## src/rtl/voice_alloc_pkg.sv

```systemverilog
// Shared types and widths for the polyphonic voice allocator.
// Covers the FSM state encoding, note/velocity widths and the voice-index width helper.
package voice_alloc_pkg;

  localparam int NOTE_W = 7;
  localparam int VEL_W  = 7;

  typedef enum logic [1:0] {
    IDLE    = 2'd0,
    SCAN    = 2'd1,
    COMMIT  = 2'd2,
    RELEASE = 2'd3
  } state_e;

  // Index width is never below one bit, so a two-voice build still has a legal vector.
  function automatic int vidx_w(input int n);
    return (n <= 2) ? 1 : $clog2(n);
  endfunction

endpackage

```

## src/rtl/voice_slot.sv

```systemverilog
// One voice slot. It holds the gate, note, velocity, age and sustained flag for one voice,
// and registers the retrigger pulse. It reacts only to strobes issued by the allocator.
module voice_slot
  import voice_alloc_pkg::*;
#(
  parameter int AGE_W = 8
) (
  input  logic              clk,
  input  logic              reset_n,
  input  logic              load_i,
  input  logic              vel_upd_i,
  input  logic              age_clr_i,
  input  logic              age_inc_i,
  input  logic              rpt_i,
  input  logic              rel_i,
  input  logic              sus_set_i,
  input  logic              sus_rel_i,
  input  logic [NOTE_W-1:0] note_i,
  input  logic [VEL_W-1:0]  vel_i,
  output logic              gate_o,
  output logic [NOTE_W-1:0] note_o,
  output logic [VEL_W-1:0]  vel_o,
  output logic [AGE_W-1:0]  age_o,
  output logic              rpt_o
);

  logic              gate_q;
  logic [NOTE_W-1:0] note_q;
  logic [VEL_W-1:0]  vel_q;
  logic [AGE_W-1:0]  age_q;
  logic              sus_q;
  logic              rpt_q;

  always_ff @(posedge clk or negedge reset_n) begin
    if (!reset_n) begin
      gate_q <= 1'b0;
      note_q <= '0;
      vel_q  <= '0;
      age_q  <= '0;
      sus_q  <= 1'b0;
      rpt_q  <= 1'b0;
    end else begin
      rpt_q <= rpt_i;
      if (load_i) begin
        gate_q <= 1'b1;
        note_q <= note_i;
        vel_q  <= vel_i;
        sus_q  <= 1'b0;
      end else if (vel_upd_i) begin
        vel_q <= vel_i;
        sus_q <= 1'b0;
      end else if (rel_i) begin
        gate_q <= 1'b0;
        sus_q  <= 1'b0;
      end else if (sus_set_i) begin
        sus_q <= 1'b1;
      end else if (sus_rel_i && sus_q) begin
        gate_q <= 1'b0;
        sus_q  <= 1'b0;
      end
      // Only held voices age; a free voice keeps its age frozen.
      if (age_clr_i) age_q <= '0;
      else if (age_inc_i && gate_q && (age_q != '1)) age_q <= age_q + 1'b1;
    end
  end

  assign gate_o = gate_q;
  assign note_o = note_q;
  assign vel_o  = vel_q;
  assign age_o  = age_q;
  assign rpt_o  = rpt_q;

endmodule

```

## src/rtl/voice_allocator.sv

```systemverilog
// Voice allocator: takes note events, scans the voice slots one per cycle, then commits a
// retrigger, a free-slot allocation, an oldest-voice steal or a release. Optional macro: VOICE_SUSTAIN_EN.
module voice_allocator
  import voice_alloc_pkg::*;
#(
  parameter int NUM_VOICES = 4,
  parameter int AGE_W      = 8
) (
  input  logic                         clk,
  input  logic                         reset_n,
  input  logic                         ev_valid,
  output logic                         ev_ready,
  input  logic                         ev_note_on,
  input  logic [NOTE_W-1:0]            ev_note,
  input  logic [VEL_W-1:0]             ev_vel,
  output logic [NUM_VOICES-1:0]        voice_note_on,
  output logic [NOTE_W*NUM_VOICES-1:0] voice_note,
  output logic [VEL_W*NUM_VOICES-1:0]  voice_vel,
  output logic [NUM_VOICES-1:0]        voice_repeat,
  output logic                         voice_steal,
  input  logic                         sustain
);

  localparam int IDX_W = vidx_w(NUM_VOICES);

  state_e              state_q;
  logic                ready_q;
  logic [IDX_W-1:0]    idx_q;
  logic [NOTE_W-1:0]   note_q;
  logic [VEL_W-1:0]    vel_q;
  logic                off_q;
  logic                m_hit_q, m_hit_d, f_hit_q, f_hit_d, o_hit_q, o_hit_d;
  logic [IDX_W-1:0]    m_idx_q, m_idx_d, f_idx_q, f_idx_d, o_idx_q, o_idx_d;
  logic [AGE_W-1:0]    o_age_q, o_age_d;
  logic [NUM_VOICES-1:0] load_q, vupd_q, aclr_q, ainc_q, rpt_q, rel_q, sset_q, srel_q;
  logic                steal_stb_q, steal_q;
  logic [IDX_W-1:0]    alloc_idx;
  logic [NUM_VOICES-1:0] alloc_oh;
  logic [NOTE_W-1:0]   note_w [NUM_VOICES];
  logic [AGE_W-1:0]    age_w  [NUM_VOICES];

`ifdef VOICE_SUSTAIN_EN
  logic sus_q, pend_q;
`else
  logic unused_sustain;
  assign unused_sustain = sustain;
`endif

  // Scan comparators for the voice currently addressed by idx_q.
  always_comb begin
    m_hit_d = m_hit_q;  m_idx_d = m_idx_q;
    f_hit_d = f_hit_q;  f_idx_d = f_idx_q;
    o_hit_d = o_hit_q;  o_idx_d = o_idx_q;  o_age_d = o_age_q;
    if (voice_note_on[idx_q] && (note_w[idx_q] == note_q) && !m_hit_q) begin
      m_hit_d = 1'b1;  m_idx_d = idx_q;
    end
    if (!voice_note_on[idx_q] && !f_hit_q) begin
      f_hit_d = 1'b1;  f_idx_d = idx_q;
    end
    if (voice_note_on[idx_q] && (!o_hit_q || (age_w[idx_q] > o_age_q))) begin
      o_hit_d = 1'b1;  o_idx_d = idx_q;  o_age_d = age_w[idx_q];
    end
  end

  always_comb begin
    alloc_idx = o_idx_q;
    if (m_hit_q) alloc_idx = m_idx_q;
    else if (f_hit_q) alloc_idx = f_idx_q;
    alloc_oh = '0;
    alloc_oh[alloc_idx] = 1'b1;
  end

  always_ff @(posedge clk or negedge reset_n) begin
    if (!reset_n) begin
      state_q <= IDLE;  ready_q <= 1'b0;  idx_q <= '0;
      note_q  <= '0;    vel_q   <= '0;    off_q <= 1'b0;
      m_hit_q <= 1'b0;  m_idx_q <= '0;    f_hit_q <= 1'b0;  f_idx_q <= '0;
      o_hit_q <= 1'b0;  o_idx_q <= '0;    o_age_q <= '0;
      load_q <= '0;  vupd_q <= '0;  aclr_q <= '0;  ainc_q <= '0;
      rpt_q  <= '0;  rel_q  <= '0;  sset_q <= '0;  srel_q <= '0;
      steal_stb_q <= 1'b0;  steal_q <= 1'b0;
`ifdef VOICE_SUSTAIN_EN
      sus_q <= 1'b0;  pend_q <= 1'b0;
`endif
    end else begin
      load_q <= '0;  vupd_q <= '0;  aclr_q <= '0;  ainc_q <= '0;
      rpt_q  <= '0;  rel_q  <= '0;  sset_q <= '0;  srel_q <= '0;
      steal_stb_q <= 1'b0;
      steal_q     <= steal_stb_q;
      case (state_q)
        IDLE: begin
          ready_q <= 1'b1;
          if (ev_valid && ready_q) begin
            state_q <= SCAN;  ready_q <= 1'b0;  idx_q <= '0;
            note_q  <= ev_note;  vel_q <= ev_vel;
            off_q   <= !ev_note_on || (ev_vel == '0);
            m_hit_q <= 1'b0;  m_idx_q <= '0;  f_hit_q <= 1'b0;  f_idx_q <= '0;
            o_hit_q <= 1'b0;  o_idx_q <= '0;  o_age_q <= '0;
          end
`ifdef VOICE_SUSTAIN_EN
          else if (pend_q) begin
            state_q <= RELEASE;  ready_q <= 1'b0;
            srel_q  <= '1;       pend_q  <= 1'b0;
          end
`endif
        end
        SCAN: begin
          m_hit_q <= m_hit_d;  m_idx_q <= m_idx_d;
          f_hit_q <= f_hit_d;  f_idx_q <= f_idx_d;
          o_hit_q <= o_hit_d;  o_idx_q <= o_idx_d;  o_age_q <= o_age_d;
          idx_q   <= idx_q + 1'b1;
          if (idx_q == IDX_W'(NUM_VOICES - 1)) state_q <= COMMIT;
        end
        COMMIT: begin
          state_q <= IDLE;
          ready_q <= 1'b0;
          if (!off_q) begin
            aclr_q <= alloc_oh;
            ainc_q <= ~alloc_oh;
            if (m_hit_q) begin
              vupd_q <= alloc_oh;  rpt_q <= alloc_oh;
            end else if (f_hit_q) begin
              load_q <= alloc_oh;
            end else begin
              load_q <= alloc_oh;  rpt_q <= alloc_oh;  steal_stb_q <= 1'b1;
            end
          end else if (m_hit_q) begin
`ifdef VOICE_SUSTAIN_EN
            if (sustain) sset_q <= alloc_oh;
            else rel_q <= alloc_oh;
`else
            rel_q <= alloc_oh;
`endif
          end
        end
        default: begin
          state_q <= IDLE;
          ready_q <= 1'b1;
        end
      endcase
`ifdef VOICE_SUSTAIN_EN
      sus_q <= sustain;
      if (sus_q && !sustain) pend_q <= 1'b1;
`endif
    end
  end

  for (genvar i = 0; i < NUM_VOICES; i++) begin : g_slot
    voice_slot #(.AGE_W(AGE_W)) u_slot (
      .clk       (clk),
      .reset_n   (reset_n),
      .load_i    (load_q[i]),
      .vel_upd_i (vupd_q[i]),
      .age_clr_i (aclr_q[i]),
      .age_inc_i (ainc_q[i]),
      .rpt_i     (rpt_q[i]),
      .rel_i     (rel_q[i]),
      .sus_set_i (sset_q[i]),
      .sus_rel_i (srel_q[i]),
      .note_i    (note_q),
      .vel_i     (vel_q),
      .gate_o    (voice_note_on[i]),
      .note_o    (note_w[i]),
      .vel_o     (voice_vel[VEL_W*i +: VEL_W]),
      .age_o     (age_w[i]),
      .rpt_o     (voice_repeat[i])
    );
    assign voice_note[NOTE_W*i +: NOTE_W] = note_w[i];
  end

  assign ev_ready    = ready_q;
  assign voice_steal = steal_q;

endmodule

```

## config.mk

```make
export PLATFORM = sky130hd
export DESIGN_NAME = voice_allocator
export DESIGN_NICKNAME = d
export VERILOG_FILES = /design/src/rtl/voice_alloc_pkg.sv /design/src/rtl/voice_slot.sv /design/src/rtl/voice_allocator.sv
export SDC_FILE = /design/constraint.sdc
export NUM_CORES = 1
export LEC_CHECK = 0
export ABC_AREA = 1
export CAP_MARGIN = 20
export CORE_ASPECT_RATIO = 2
export CORE_UTILIZATION = 40
export CTS_CLUSTER_SIZE = 28
export DETAILED_ROUTE_END_ITERATION = 8
export SYNTH_ARGS = -nofsm -noshare
export SYNTH_HDL_FRONTEND = slang
export SYNTH_SLANG_ARGS = --single-unit
```

## constraint.sdc

```tcl
create_clock -name clk -period 2.55 [get_ports clk]
set_input_delay 0.51 -clock clk [delete_from_list [all_inputs] [get_ports clk]]
set_output_delay 0.51 -clock clk [all_outputs]
set_load 0.05 [all_outputs]
```

==> metrics.txt, run 1 <==
Slew headroom=39.7%; Period Utilization, post-route=90.9%; Power per Cell Area=1130 nW/um^2; Root Driver=clkbuf_16; run status=finished, final reports clean; gr usage total=~22%; die footprint=18700 um^2; min Tclk post-route=roughly 2300 ps; share of layout cells above drive strength 1=11.2%; Startpoint Class=flop; antenna violations before repair=0; Final ANT Viol Nets=0; DR vias/cell=5.15; Primary FF master, synth=dfrtp_1; Iter 0 DRT Violations=273; Post-Syn Nets=~850; Reg2Reg Setup Slack=230 ps; die width=around 97 um; TritonRoute pass-1 iters=4; CP Capture Type=flop; core footprint=17800 um^2; count of input and output buffers=a little over 80; Syn Std Cell Area=7260 um^2; largest fanout on the critical path=15; Least-Margin Pin Slew=902 ps; CTS Buf Count=17; largest net degree at the start of global routing=49; Synth area leader=dfrtp_1; Hold Fails Final Rpt=0; r2r startpoint=idx_q[1]$_DFFE_PN0P_; worst hold slack=around 350 ps; I/O pins=85; Final Wtd Congestion=0.865; via count=5829; Initial Util=40.8%; achievable frequency=431 MHz; htree depth=4; most frequent cells in the layout=nand2_1 (204), dfrtp_1 (158), clkdlybuf4s50_1 (82), inv_1 (74), o21ai_0 (72); synth unique cells=between 40 and 50; Sink Count=159; register clock-pin slew on the reported worst setup and hold paths=60 ps; antenna cells=0; residual DRC count=0; Lkg Pwr=between 0.004 and 0.005 uW; fin worst setup slack=232 ps; flops & latches, synth=159; Mapped Avg Cell Area=8.85 um^2; Synth top area share=~55%; clk_lat worst skew=430 ps; final-report setup violation count=0; first-pass GRT wire length=a little over 30000 um; maximum VDD drop=about 600 uV; dpl ws=133 ps; ys async rst share=100%; grt total ovfl=0; Final nets=approximately 940; Warnings, synthesis=0; RSZ-0062 raised after global routing=yes; most common cell after layout, fill and taps aside=nand2_1; Worst Path Required=approximately 2900 ps; number of synthesized flops with an enable pin=0; DRT Wirelength=19700 um; Critical Setup Path Class=flop to flop; die span in y=193 um; vias in the first global route=between 5000 and 6000; hold_sp=steal_stb_q$_DFF_PN0_; register area share after synthesis=54.8%; endpoint of the worst register-to-register path=o_age_q[4]$_DFFE_PN0P_; worst hold endpoint=voice_steal$_DFF_PN0_; Site Rows=69; Hold WC Path Type=flop to flop; CP arrival=2630 ps; Post-DP HPWL=14500 um; MaxCap Viol Count=0; fin. max-slew vios=0; clk buf depth=2; WL/cell=roughly 17 um; hold-critical path depth=0; Post-Synthesis Cells=820; Layout Skew=8.16 ps; synth top area cells=dfrtp_1 (55%), nand2_1 (11%), o21ai_0 (5.1%); Area Overhead vs Synth=24.0%; CTS tree=done; R2R depth=16
[what timing repair did]
action                                  4_1_cts  5_1_grt
resized for setup                             0       15
hold buffers                                  1        0
setup buffers                                 0        0
endpoints found under the hold margin        24        0
endpoints found under the setup margin        0       10
[per-stage QoR]
| stage | util [%] | total power, uW | std cells | area (um^2) | TNS, ps |
|---|---|---|---|---|---|
| floorplan | - | 6030 | 820 | 7260 | 0 |
| finish | 50.6 | 10200 | 1132 | 9000 | 0 |
| global route | 50.6 | 10800 | 1132 | 9000 | -0.776 |
| CTS | 50.4 | 10200 | 1131 | 8950 | 0 |
| detailed placement | 46.6 | 7300 | 1098 | 8290 | 0 |
| global placement | 46.6 | 7250 | 1098 | 8290 | 0 |
[power by group]
group / switching (uW) / internal, uW / leakage, uW
clock network: 1020 / 1810 / 0.000321
logic: 2630 / 1260 / 0.00175
registers: 438 / 3000 / 0.00217
total: 4080 / 6080 / 0.00424
[synth_stat cells, types with 2 or more instances]
cell type  instances
a21oi_1           46
a221oi_4           2
buf_2              8
buf_4             10
buf_6              3
clkbuf_1          12
dfrtp_1          159
ha_1              13
inv_1             74
inv_2              9
mux2_1             2
mux2_2            14
nand2_1          204
nand2_2           11
nand3_1           34
nand3_2            4
nand3b_1           3
nand4_1           18
nor2_1            65
nor2_2             4
nor3_1            16
nor4_1             3
o21ai_0           74
o21ai_1            9
o22ai_1            3
xor2_1             3
[worst max-delay path by stage]
stage                         startpoint                     end  slack, ps  depth (start not counted)
global placement    idx_q[0]$_DFFE_PN0P_  o_age_q[7]$_DFFE_PN0P_        150                         20
global route        idx_q[0]$_DFFE_PN0P_  o_age_q[4]$_DFFE_PN0P_       -0.8                         20
finish              idx_q[1]$_DFFE_PN0P_  o_age_q[4]$_DFFE_PN0P_        230                         16
floorplan           idx_q[0]$_DFFE_PN0P_  o_age_q[0]$_DFFE_PN0P_        130                         19
CTS                 idx_q[1]$_DFFE_PN0P_  o_age_q[4]$_DFFE_PN0P_        110                         16
detailed placement  idx_q[1]$_DFFE_PN0P_  o_age_q[4]$_DFFE_PN0P_        130                         16
[flip-flops by register name, indices dropped and copies added, names as in the netlist, 2 cells and up]
| name | cells |
|---|---|
| g_slot.u_slot.gate_o | 4 |
| state_q | 2 |
| g_slot.u_slot.rpt_o | 4 |
| ainc_q | 4 |
| note_q | 7 |
| rpt_q | 4 |
| idx_q | 2 |
| vupd_q | 4 |
| g_slot.u_slot.age_o | 32 |
| aclr_q | 4 |
| m_idx_q | 2 |
| rel_q | 4 |
| f_idx_q | 2 |
| load_q | 4 |
| vel_q | 7 |
| o_age_q | 8 |
| g_slot.u_slot.note_o | 28 |
| o_idx_q | 2 |
| g_slot.u_slot.vel_o | 28 |
[critical path, stage by stage, from the launching register on]
cell	delay, ps
dfrtp_1	410
inv_4	150
o21ai_0	100
a21oi_1	230
a21oi_2	90
ha_1	310
nand2_1	50
nor2_1	130
nand2_1	80
nand2_1	60
nand2_1	50
nand2_1	70
nand2_1	80
nand2_2	100
nand3_4	150
nand2_1	100
nand2_1	60
[per-layer routing]
layer,up-vias,global-route usage [%],wire [um]
li1,2844,-,-
met1,2801,22.6,7300
met2,134,41.2,10700
met3,50,4.13,616
met4,0,13.3,1060
met5,-,0,0
[layout make-up]
cell class,instances,area (um^2)
repair buffers,99,975
flip-flops and latches,159,3980
clock inverters,10,181
repair inverters,1,6.26
clock buffers,22,474
fillers,1665,8780
inverters,85,327
well taps,213,267
multi-input cells,543,2800
[logic make-up (layout without fill, tap and decap cells)]
kind of cell | after synthesis | count (layout) | share of synthesized area (%)
buffers and inverters | 118 | 217 | 7.10
XOR/XNOR | 3 | 3 | 0.362
AO/OA/AOI/OAI | 143 | 143 | 11.0
multiplexers | 16 | 16 | 2.48
flip-flops | 159 | 159 | 54.8
adder cells (fa/ha/maj) | 13 | 13 | 2.24
AND/OR/NAND/NOR | 368 | 368 | 22.0
No activity file was read; power rests on OpenSTA's default activity.
==> inputs of run 2 (changes only) <==
Clock period 2.55 ns to 1.9 ns, I/O delays scaled along.
==> run 2 against run 1 <==
Net effect: the run now ends with setup timing left; setup slack got worse by 580 ps; cell count increased by 5.9%; critical path depth unchanged; cell area rose by 6.2%; critical path type unchanged; largest cell class unchanged.
==> metrics.txt, run 2 (synthesis gave the netlist of run 1 again) <==
first-pass GRT wire length=32800 um (was 31100 um); most frequent cells in the layout=nand2_1 (192), dfrtp_1 (157), buf_4 (133), inv_1 (73), o21ai_0 (63) (was nand2_1 (204), dfrtp_1 (158), clkdlybuf4s50_1 (82), inv_1 (74), o21ai_0 (72)); Power per Cell Area=1490 nW/um^2 (was 1130 nW/um^2); fin worst setup slack=-351 ps (was 232 ps); Least-Margin Pin Slew=925 ps (was 902 ps); Switching Share=41.1% (was 40.2%); grt total ovfl=0 (unchanged); Area Overhead vs Synth=31.7% (was 24.0%); r2r startpoint=idx_q[0]$_DFFE_PN0P_ (was idx_q[1]$_DFFE_PN0P_); share of layout cells above drive strength 1=27.2% (was 11.2%); die width=97.3 um (unchanged); htree depth=4 (unchanged); Layout Skew=7.17 ps (was 8.16 ps); RSZ-0062 raised after global routing=yes (unchanged); Post-Layout Cell Count=1199 (was 1132); dpl ws=-487 ps (was 133 ps); count of input and output buffers=83 (unchanged); Final Wtd Congestion=0.884 (was 0.865); clk buf depth=2 (unchanged); Reg2Reg Setup Slack=-350 ps (was 230 ps); I/O pins=85 (unchanged); CTS Buf Count=17 (unchanged); run status=finished, violations left (was finished, final reports clean); worst hold endpoint=g_slot[2].u_slot.rpt_o$_DFF_PN0_ (was voice_steal$_DFF_PN0_); TNS Setup=-3610 ps (was 0 ps); antenna cells=0 (unchanged); min Tclk post-route=2250 ps (was 2320 ps); worst hold slack=347 ps (about the same); Lkg Pwr=0.00479 uW (was 0.00424 uW); CP arrival=2570 ps (was 2630 ps); endpoint of the worst register-to-register path=o_age_q[7]$_DFFE_PN0P_ (was o_age_q[4]$_DFFE_PN0P_); CP Capture Type=flop (unchanged); Placed Cells=1150 (was 1098); hold_sp=rpt_q[2]$_DFF_PN0_ (was steal_stb_q$_DFF_PN0_); most common cell after layout, fill and taps aside=nand2_1 (unchanged); antenna violations before repair=0 (unchanged); Critical Setup Path Class=flop to flop (unchanged); Hold WC Path Type=flop to flop (unchanged); largest fanout on the critical path=8 (was 15); core footprint=17800 um^2 (unchanged); DRT Wirelength=20400 um (was 19700 um); clk_lat worst skew=430 ps (about the same); Hold Fails Final Rpt=0 (unchanged); TritonRoute pass-1 iters=5 (was 4); max FFs per register=32 (unchanged); Comb power frac=42.6% (was 38.2%); sequential share of power=32.4% (was 33.9%); Sink Count=159 (unchanged); gr usage total=23.2% (was 22.1%); MaxCap Viol Count=0 (unchanged); register clock-pin slew on the reported worst setup and hold paths=60 ps (about the same); CTS tree=done (unchanged); residual DRC count=0 (unchanged); Initial Util=40.8% (unchanged); largest net degree at the start of global routing=48 (was 49); Root Driver=clkbuf_16 (unchanged); achievable frequency=444 MHz (was 431 MHz); hold-critical path depth=0 (unchanged); Worst Path Required=2220 ps (was 2860 ps); switching power=5850 uW (was 4080 uW); failing checks=setup timing; Slew headroom=38.1% (was 39.7%); die footprint=18700 um^2 (unchanged); Site Rows=69 (unchanged); Pint=8370 uW (was 6080 uW); Post-DP HPWL=15100 um (was 14500 um); Clk pwr share=25.0% (was 27.9%); vias in the first global route=6415 (was 5827); fin. max-slew vios=0 (unchanged); Final ANT Viol Nets=0 (unchanged); via count=6156 (was 5829); Startpoint Class=flop (unchanged); die span in y=193 um (unchanged); WL/cell=17.0 um (was 17.4 um); Iter 0 DRT Violations=250 (was 273); Final nets=1006 (was 938); maximum VDD drop=959 uV (was 597 uV); Period Utilization, post-route=118% (was 90.9%); DR vias/cell=5.13 (was 5.15); R2R depth=16 (unchanged); final-report setup violation count=14 (was 0); Fill cells=1635 (was 1665); Tot Pwr=14200 uW (was 10200 uW)
run 2: power by group through the flow:
stage | combinational, uW | sequential (uW) | clock, uW
floorplan | 2870 | 5340 | 0
global placement | 5310 | 4610 | 0
detailed placement | 5380 | 4620 | 0
CTS | 6060 | 4600 | 3600
global route | 6650 | 4680 | 3720
finish | 6060 | 4600 | 3550
run 2: layout make-up:
class                   count  area (um^2)  share of cell area, %
clock buffers              20          447                   4.67
clock inverters            11          156                   1.64
inverters                  85          327                   3.41
multi-input cells         544         3000                   31.4
flip-flops and latches    159         3980                   41.6
well taps                 213          267                   2.79
repair buffers            166         1380                   14.5
repair inverters            1         3.75                 0.0392
run 2: timing repair:
action	in CTS	in global routing
gates cloned	4	0
hold endpoints to repair	28	0
endpoints found under the setup margin	23	28
resized for setup	46	33
buffers inserted	10	5
pin swaps	24	17
hold buffers	1	0
run 2: per-stage QoR:
step	utilization, %	instance area, um^2
after floorplan	-	7300
after detailed placement	48.2	8580
after global placement	48.2	8580
final	53.8	9560
after global routing	53.8	9560
after CTS	53.4	9490
run 2: worst max-delay path by stage:
| stage | from | to |
|---|---|---|
| final | idx_q[0]$_DFFE_PN0P_ | o_age_q[7]$_DFFE_PN0P_ |
| after global routing | idx_q[0]$_DFFE_PN0P_ | o_age_q[1]$_DFFE_PN0P_ |
| after CTS | idx_q[0]$_DFFE_PN0P_ | o_age_q[6]$_DFFE_PN0P_ |
| after detailed placement | idx_q[0]$_DFFE_PN0P_ | o_age_q[6]$_DFFE_PN0P_ |
| after global placement | idx_q[0]$_DFFE_PN0P_ | o_idx_q[1]$_DFFE_PN0P_ |
| after floorplan | idx_q[0]$_DFFE_PN0P_ | o_age_q[0]$_DFFE_PN0P_ |
run 2: critical path, stage by stage (launching register included):
cell and delay [ps]:
dfrtp_2 480, clkinv_4 120, buf_4 160, nor2_2 90, o22ai_2 130, ha_1 300, nand2_1 70, nor2_2 140
nand2_1 60, nand2_1 50, nand2_1 50, nand2_2 70, nand2_2 70, nand2_4 110, nand3_4 110, nand2_1 90
nand2_1 50
run 2: layer usage:
layer	wire length (um)	track usage, %
met5	0	0
met4	984	13.5
met3	623	4.02
met2	11800	46.1
met1	6940	21.8
==> inputs of run 3 (changes only) <==
Settings changed: GPL_ROUTABILITY_DRIVEN set to 0, SYNTH_HIERARCHICAL set to 1.
==> run 3 against run 2 <==
Net effect: the run still ends with setup timing left; fmax rose by 6.1%; clock skew barely moved; synthesized cell count rose by 4.4%; highest routed layer unchanged; global-route usage shrank 1.8 points; combinational power shrank 10%; largest cell class unchanged.
==> metrics.txt, run 3 <==
clk_lat worst skew=420 ps (was 430 ps); Slew headroom=66.5% (was 38.1%); Iter 0 DRT Violations=269 (was 250); most instantiated library cell after synthesis=nand2_1 (unchanged); Post-DP HPWL=15200 um (was 15100 um); htree depth=4 (unchanged); Area Overhead vs Synth=28.6% (was 31.7%); number of synthesized flops with an enable pin=0 (unchanged); largest fanout on the critical path=16 (was 8); switching power=5320 uW (was 5850 uW); vias in the first global route=6468 (was 6415); grt total ovfl=0 (unchanged); fin worst setup slack=-222 ps (was -351 ps); run status=finished, violations left (unchanged); CTS tree=done (unchanged); Hold Fails Final Rpt=0 (unchanged); most common cell after layout, fill and taps aside=nand2_1 (unchanged); RSZ-0062 raised after global routing=yes (unchanged); first-pass GRT wire length=32700 um (was 32800 um); DR vias/cell=4.91 (was 5.13); Initial Util=40.6% (was 40.8%); Switching Share=39.0% (was 41.1%); antenna violations before repair=0 (unchanged); Synth top cells by count=nand2_1 (210), dfrtp_1 (163), nand3_1 (79), nor2_1 (76), inv_1 (70) (was nand2_1 (204), dfrtp_1 (159), inv_1 (74), o21ai_0 (74), nor2_1 (65)); Mapped Avg Cell Area=9.15 um^2 (was 8.85 um^2); register clock-pin slew on the reported worst setup and hold paths=60 ps (about the same); WL/cell=15.6 um (was 17.0 um); Syn Std Cell Area=7830 um^2 (was 7260 um^2); Synth top area share=52.1% (was 54.8%); Post-Synthesis Cells=856 (was 820); maximum VDD drop=853 uV (was 959 uV); Startpoint Class=flop (unchanged); Multi-input gate area=3440 um^2 (was 3000 um^2); MaxCap Viol Count=0 (unchanged); Critical Setup Path Class=flop to flop (unchanged); antenna cells=0 (unchanged); Root Driver=clkbuf_16 (unchanged); most frequent cells in the layout=nand2_1 (209), dfrtp_1 (161), buf_4 (114), nand3_1 (78) (was nand2_1 (192), dfrtp_1 (157), buf_4 (133), inv_1 (73), o21ai_0 (63)); fin. max-slew vios=0 (unchanged); Site Rows=72 (was 69); synth top area cells=dfrtp_1 (52%), nand2_1 (10%), mux2_2 (8.3%) (was dfrtp_1 (55%), nand2_1 (11%), o21ai_0 (5.1%)); I/O pins=85 (unchanged); TritonRoute pass-1 iters=4 (was 5); ys async rst share=100% (unchanged); residual DRC count=0 (unchanged); post-layout util=52.3% (was 53.8%); Comb power frac=39.9% (was 42.6%); Hold WC Path Type=flop to flop (unchanged); CP arrival=2430 ps (was 2570 ps); CP Capture Type=flop (unchanged); CTS Buf Count=17 (unchanged); Power per Cell Area=1350 nW/um^2 (was 1490 nW/um^2); share of layout cells above drive strength 1=28.9% (was 27.2%); largest net degree at the start of global routing=52 (was 48); Synth area leader=dfrtp_1 (unchanged); gr usage total=21.4% (was 23.2%); clk buf depth=2 (unchanged); DRT Wirelength=20200 um (was 20400 um); Lkg Pwr=0.00519 uW (was 0.00479 uW); synth unique cells=36 (was 43); flops & latches, synth=163 (was 159); Final ANT Viol Nets=0 (unchanged); Tot Pwr=13600 uW (was 14200 uW); core footprint=19300 um^2 (was 17800 um^2); die footprint=20200 um^2 (was 18700 um^2); achievable frequency=471 MHz (was 444 MHz); Warnings, synthesis=6 (was 0); register area share after synthesis=52.1% (was 54.8%); count of input and output buffers=83 (unchanged); Sink Count=163 (was 159); failing checks=setup timing (unchanged); max FFs per register=32 (unchanged); Final nets=1052 (was 1006); Worst Path Required=2210 ps (was 2220 ps); Primary FF master, synth=dfrtp_1 (unchanged); Pint=8310 uW (was 8370 uW); sequential share of power=34.5% (was 32.4%); via count=6349 (was 6156); Layout Skew=7.12 ps (was 7.17 ps); die span in y=200 um (was 193 um); Clk pwr share=25.6% (was 25.0%); Reg area=4080 um^2 (was 3980 um^2); Least-Margin Pin Slew=503 ps (was 925 ps); final-report setup violation count=11 (was 14); Fill cells=1838 (was 1635); Period Utilization, post-route=112% (was 118%); die width=101 um (was 97.3 um); min Tclk post-route=2120 ps (was 2250 ps)
run 3: metrics by stage:
| stage | std cells | setup WS [ps] | instance area, um^2 | hold slack, ps | TNS [ps] |
|---|---|---|---|---|---|
| 2_1_floorplan | 867 | -268 | 7900 | 84.4 | -2890 |
| 3_3_place_gp | 1251 | -317 | 9280 | 334 | -3290 |
| 3_5_place_dp | 1251 | -357 | 9280 | 339 | -3550 |
| 4_1_cts | 1291 | -153 | 10000 | 348 | -1590 |
| 5_1_grt | 1292 | -366 | 10100 | 361 | -4010 |
| 6_report | 1292 | -222 | 10100 | 342 | -2110 |
run 3: kinds of logic (layout without fill, tap and decap cells):
family	count (synthesis)	count (layout)	synth area share, %
AND/OR/NAND/NOR	425	425	25.1
multiplexers	58	58	8.34
adder cells (fa/ha/maj)	13	13	2.08
buffers and inverters	107	273	6.02
other	1	12	0.0479
AO/OA/AOI/OAI	85	85	5.93
flip-flops	163	163	52.1
XOR/XNOR	4	4	0.447
run 3: layer usage:
layer	wire length (um)	part of all wire [%]	vias to the layer above	GRT usage, %
met2	11400	57	135	40.5
li1	-	-	3103	-
met5	0	0	-	0
met4	915	4.5	0	11.8
met1	7240	36	3069	22.1
met3	573	2.8	42	3.10
run 3: area by class of cell:
class	instances	share of cell area, %
tap	259	3.22
sequential	163	40.5
clock inverter	12	1.54
multi-input combinational	597	34.1
clock buffer	20	4.43
timing repair buffer	154	12.7
inverter	87	3.51
run 3: power by group through the flow:
stage	Combinational [uW]	Sequential, uW	Clock, uW
finish	5440	4700	3490
global route	5970	4790	3720
CTS	5350	4700	3590
detailed placement	4990	4750	0
global placement	4930	4750	0
floorplan	2640	5440	0
run 3: critical path, cell delays in order, from the launching register on:
cell     delay [ps]
dfrtp_2         460
inv_6            90
o21ai_0         270
o22ai_2         120
ha_1            290
nand2_1          70
o21a_1          180
nand2_1          60
nand2_1          50
nand2_2          80
nand2_4          70
buf_6           140
nand3_1          70
nand2_1          60
run 3: path summary, 6_finish.rpt:
check	start	endpoint	slack [ps]	cells past startpoint
max reg2reg	idx_q[0]$_DFFE_PN0P_	o_age_q[6]$_DFFE_PN0P_	-220	13
min reg2reg	rpt_q[1]$_DFF_PN0_	g_slot[1].u_slot/rpt_o$_DFF_PN0_	340	0
max in group asynchronous	reset_n	g_slot[1].u_slot/age_o[0]$_DFFE_PN0P_	750	3
min	rpt_q[1]$_DFF_PN0_	g_slot[1].u_slot/rpt_o$_DFF_PN0_	340	0
max	idx_q[0]$_DFFE_PN0P_	o_age_q[6]$_DFFE_PN0P_	-220	13
min in group asynchronous	reset_n	g_slot[3].u_slot/note_o[2]$_DFFE_PN0P_	470	2
run 3: what timing repair did:
item,4_1_cts,5_1_grt
gates resized for setup,48,10
pin swaps,15,5
setup endpoints to repair,26,14
buffers inserted,7,1
hold buffers,1,0
endpoints found under the hold margin,46,0
